## config.mk

```make
export PLATFORM = sky130hd
export DESIGN_NAME = param_stack
export DESIGN_NICKNAME = d
export VERILOG_FILES = /design/src/rtl/stack_pkg.sv /design/src/rtl/stack_mem.sv /design/src/rtl/param_stack.sv
export SDC_FILE = /design/constraint.sdc
export NUM_CORES = 1
export LEC_CHECK = 0
export CAP_MARGIN = 20
export CORE_MARGIN = 4
export CORE_UTILIZATION = 30
export CTS_CLUSTER_SIZE = 20
export DETAILED_ROUTE_END_ITERATION = 12
export SYNTH_ARGS = -nofsm -noshare
export SYNTH_HDL_FRONTEND = slang
export SYNTH_SLANG_ARGS = --single-unit
```

## constraint.sdc

```tcl
create_clock -name clk -period 3.33 [get_ports clk]
set_clock_uncertainty 0.2 [all_clocks]
set_input_delay 0.666 -clock clk [delete_from_list [all_inputs] [get_ports clk]]
set_output_delay 0.666 -clock clk [all_outputs]
set_load 0.01 [all_outputs]
```

## src/rtl/stack_pkg.sv

```systemverilog
// Shared stack defaults and the command encoding used by control logic.
// Strobes collapse to one command per cycle in fixed priority order.
package stack_pkg;

  localparam int STACK_WIDTH = 16;
  localparam int STACK_DEPTH = 8;

  typedef enum logic [2:0] {
    CMD_NONE,
    CMD_TOS,
    CMD_POP,
    CMD_PUSH,
    CMD_REPL,
    CMD_CLR
  } cmd_e;

  function automatic cmd_e cmd_decode(
    input logic clr,
    input logic push,
    input logic pop,
    input logic tos
  );
    cmd_e c;
    c = CMD_NONE;
    if (clr)
      c = CMD_CLR;
    else if (push && pop)
      c = CMD_REPL;
    else if (push)
      c = CMD_PUSH;
    else if (pop)
      c = CMD_POP;
    else if (tos)
      c = CMD_TOS;
    return c;
  endfunction

endpackage

```

## src/rtl/stack_mem.sv

```systemverilog
// Stack storage: DEPTH x WIDTH register file, one write port,
// one asynchronous read port. Contents are never reset.
module stack_mem #(
  parameter int WIDTH = 16,
  parameter int DEPTH = 8,
  parameter int AW    = $clog2(DEPTH)
) (
  input  logic             clk,
  input  logic             we,
  input  logic [AW-1:0]    waddr,
  input  logic [WIDTH-1:0] wdata,
  input  logic [AW-1:0]    raddr,
  output logic [WIDTH-1:0] rdata
);

  logic [WIDTH-1:0] mem [DEPTH];

  always_ff @(posedge clk) begin
    if (we)
      mem[waddr] <= wdata;
  end

  assign rdata = mem[raddr];

endmodule

```

## src/rtl/param_stack.sv

```systemverilog
// Parameterised LIFO stack with registered read data,
// occupancy count and sticky overflow/underflow flags.
module param_stack
  import stack_pkg::*;
#(
  parameter int WIDTH = STACK_WIDTH,
  parameter int DEPTH = STACK_DEPTH
) (
  input  logic                       clk,
  input  logic                       rst,
  input  logic                       push,
  input  logic                       pop,
  input  logic                       tos,
  input  logic                       clr,
  input  logic [WIDTH-1:0]           Din,
  output logic [WIDTH-1:0]           Dout,
  output logic                       dvalid,
  output logic [$clog2(DEPTH+1)-1:0] count,
  output logic                       full,
  output logic                       empty,
  output logic                       ovf,
  output logic                       unf
);

  localparam int AW = $clog2(DEPTH);
  localparam int CW = $clog2(DEPTH+1);
  localparam logic [CW-1:0] ONE = CW'(1);
  localparam logic [CW-1:0] MAX = CW'(DEPTH);

  cmd_e             cmd;
  logic [CW-1:0]    cnt_q, cnt_d;
  logic [WIDTH-1:0] dout_q, dout_d;
  logic             dv_q, dv_d;
  logic             ovf_q, ovf_d;
  logic             unf_q, unf_d;
  logic             we;
  logic [AW-1:0]    waddr;
  logic [AW-1:0]    top_addr;
  logic [WIDTH-1:0] top_data;

  assign cmd      = cmd_decode(clr, push, pop, tos);
  assign top_addr = AW'(cnt_q - ONE);
  assign full     = (cnt_q == MAX);
  assign empty    = (cnt_q == '0);

  always_comb begin
    cnt_d  = cnt_q;
    dout_d = dout_q;
    dv_d   = 1'b0;
    ovf_d  = ovf_q;
    unf_d  = unf_q;
    we     = 1'b0;
    waddr  = cnt_q[AW-1:0];
    unique case (cmd)
      CMD_CLR: begin
        cnt_d  = '0;
        dout_d = '0;
        ovf_d  = 1'b0;
        unf_d  = 1'b0;
      end
      CMD_REPL: begin
        // On an empty stack a replace degenerates to a plain push
        if (empty) begin
          we    = 1'b1;
          cnt_d = cnt_q + ONE;
        end else begin
          we     = 1'b1;
          waddr  = top_addr;
          dout_d = top_data;
          dv_d   = 1'b1;
        end
      end
      CMD_PUSH: begin
        if (full) begin
          ovf_d = 1'b1;
        end else begin
          we    = 1'b1;
          cnt_d = cnt_q + ONE;
        end
      end
      CMD_POP: begin
        if (empty) begin
          unf_d = 1'b1;
        end else begin
          dout_d = top_data;
          dv_d   = 1'b1;
          cnt_d  = cnt_q - ONE;
        end
      end
      CMD_TOS: begin
        if (empty) begin
          unf_d = 1'b1;
        end else begin
          dout_d = top_data;
          dv_d   = 1'b1;
        end
      end
      default: ;
    endcase
  end

  always_ff @(posedge clk or negedge rst) begin
    if (!rst) begin
      cnt_q  <= '0;
      dout_q <= '0;
      dv_q   <= 1'b0;
      ovf_q  <= 1'b0;
      unf_q  <= 1'b0;
    end else begin
      cnt_q  <= cnt_d;
      dout_q <= dout_d;
      dv_q   <= dv_d;
      ovf_q  <= ovf_d;
      unf_q  <= unf_d;
    end
  end

  stack_mem #(
    .WIDTH (WIDTH),
    .DEPTH (DEPTH),
    .AW    (AW)
  ) u_mem (
    .clk   (clk),
    .we    (we & rst),
    .waddr (waddr),
    .wdata (Din),
    .raddr (top_addr),
    .rdata (top_data)
  );

  assign count  = cnt_q;
  assign Dout   = dout_q;
  assign dvalid = dv_q;
  assign ovf    = ovf_q;
  assign unf    = unf_q;

endmodule

```

==> metrics.txt <==
crit path to empty; Yosys top cell area share 0.602; H-tree lvl count 4; WL final between 10 and 15 mm; average wire per standard cell 19.7 um; sequential cell area 0.00442 mm2; # Max-Cap Violations 0; layout cell share with drive strength beyond 1 0.297; slowest CP cell clkdlybuf4s50_1; Antenna Cells 0; Crit. End Element primary output; critical setup path kind reg -> out; core footprint approximately 0.021 mm2; total negative slack 0 ns; reg2reg end u_mem.mem[5][6]; TritonRoute pass-1 iters 7; Post-synth top flop edfxtp_1; Syn Area/Cell between 15 and 20 um2; RSZ-0062 raised after global routing false; Non-Filler Cell Area, Final 0.00794 mm2; R2R Path Start count[1]; Distinct cells, synth 59; DIE AREA 0.0237 mm2; DP Wirelength 8.90 mm; commonest non-fill, non-tap cells in the layout edfxtp_1 (128), clkdlybuf4s50_1 (46), mux4_2 (32); asr flop ratio synth 0.152; Setup Viol. Count Final 0; delay of the slowest cell on the worst path about 0.55 ns; crit path max fanout 8; status completed; Critical Path, Cell by Cell inv_1 -> ha_1 -> or3b_4 -> inv_4 -> clkdlybuf4s50_1; IR drop worst, VDD just under 0.4 mV; CTS tree done; register area share after synthesis 0.692; post-placement cell area approximately 0.0074 mm2; post-synthesis cell area ~0.0064 mm2; final hold viol count 0; cts bufs inserted 17; Critical Path Start count[1]; crit share post-route 0.947; worst hold margin between 0.2 and 0.3 ns; clock transition at the registers of the reported paths 0.07 ns; Yosys reg bits roughly 150; Area contributors post-synth edfxtp_1 (60%), mux4_2 (11%), dfrtp_1 (9.0%); CTS root buffer clkbuf_16; commonest non-fill, non-tap cell in the layout edfxtp_1; Post-Layout Cell Count 699; syn nets 360; EDFF count, synth between 100 and 150; DR iter-0 viols ~230; YS warnings 0; LEAKAGE 2.64 nW; area grow syn2layout 24.4%; Syn Inst Count ~340; achievable frequency 317 MHz; Die Ht ~150 um; initial core utilization 0.305; worst-case clock buffer depth 2; FILL cells 1963; GP Congestion around 0.76; initial antenna violation count 0; Worst Max-Slew Pin Slew 0.760 ns; Vias/cell just under 5; reg-to-reg slack, setup between 0.5 and 0.6 ns; placed cells about 670; GRT Total Usage 0.122; vias in the first global route between 3000 and 4000; leading area contributor after synthesis edfxtp_1; routed via count 3392; Hold-fix buffers, CTS 0; CP arrival 2.29 ns; first-pass GRT wire length between 20 and 25 mm; HP Class reg -> reg; Overflow after GRT 0; Critical Path Source Type flip-flop; Tmin final ~3.2 ns; pin count of the biggest net entering global routing 39; port bufs 46; # IOs 47; DRC viols 0; worst path required time around 2.5 ns; R2R cell count 8; DRT antenna net count 0; Max Slew Vio Count 0; Rows 53; Multi-input gate area 0.00182 mm2; clk sinks approximately 150; Die Wd between 150 and 200 um; worst rel slew slack 0.492; post-layout util 0.379; clock network latency to the later pin of the worst-skew pair 0.41 ns; Layout Nets about 440; pwr/cell area approximately 680 mW/mm2
[per-stage QoR]
step | worst slack (ns) | power, mW
floorplan | 0.0239 | 3.11
global placement | -0.106 | 3.60
detailed placement | -0.116 | 3.62
CTS | 0.135 | 5.46
global route | 0.0236 | 5.65
finish | 0.177 | 5.39
[final cells by class]
type,instances,area share
Clock buffer,17,0.0536
Clock inverter,15,0.0183
Inverter,8,0.00410
Multi-Input combinational cell,156,0.229
Sequential cell,151,0.557
Tap cell,275,0.0433
Timing Repair Buffer,77,0.0951
[Yosys cell counts, drive strengths merged, types with 2 or more instances]
master,count
buf,16
mux2,3
mux2i,19
o21ai,4
o2bb2ai,16
nor3,3
dfrtp,23
o21a,2
xor2,3
mux4,32
inv,8
nor4,6
nand4,3
o211ai,3
a31oi,2
nor2,8
o311ai,3
nor2b,8
nand2b,2
ha,3
edfxtp,128
nor3b,2
a21oi,3
nand3,5
a211oi,5
nor4bb,2
nand2,4
or3b,2
clkbuf,4
[worst min path at each step]
stage                         from        to  slack, ns  cells after the start
after CTS                 Dout[15]  Dout[15]       0.30                      1
after floorplan                rst   Dout[0]       0.17                      0
after global placement     Dout[2]   Dout[2]       0.28                      1
after detailed placement   Dout[4]   Dout[4]       0.27                      1
after global routing      Dout[13]  Dout[13]       0.32                      1
final                     Dout[15]  Dout[15]       0.30                      1
[what timing repair did]
item                                    4_1_cts  5_1_grt
gates resized for setup                       0        1
setup buffers                                 0        0
endpoints found under the setup margin        0        1
hold endpoints to repair                      0        0
[worst max-delay path: cells and delay by family, from the launching register on]
family | cells | cell delay [ns]
fa+ha+maj | 1 | 0.17
simple gates | 1 | 0.43
flops | 1 | 0.45
buf+inv | 3 | 0.82
[report_power, final]
part	leakage (nW)	switching, mW	internal, mW
clock	0.265	0.784	1.04
combinational	0.913	0.675	0.650
sequential	1.46	0.0890	2.15
total	2.64	1.55	3.84
[state kept, by name (all words and copies together), names as in the netlist]
signal     flops
Dout          16
count          4
dvalid         1
ovf            1
u_mem.mem    128
unf            1
[cells by family (layout without fill, tap and decap cells)]
| family | after synthesis | count (layout) | synth area share |
|---|---|---|---|
| and+or+nand+nor | 47 | 47 | 0.0476 |
| xor gates and xnor gates | 4 | 4 | 0.00667 |
| adders and majority gates | 4 | 4 | 0.00764 |
| DFF | 151 | 151 | 0.692 |
| muxes | 54 | 54 | 0.148 |
| buffers and inverters | 28 | 117 | 0.0227 |
| AOI/OAI and AO/OA | 47 | 47 | 0.0751 |
[metal layers]
metal | GRT usage | part of all wire | vias up
met5 | 0 | 0 | -
met4 | 0.0383 | 0.012 | 0
met3 | 0.0301 | 0.030 | 14
met2 | 0.201 | 0.50 | 64
li1 | - | - | 1542
met1 | 0.159 | 0.46 | 1772
Note: power is estimated with default switching activity, not from simulation.
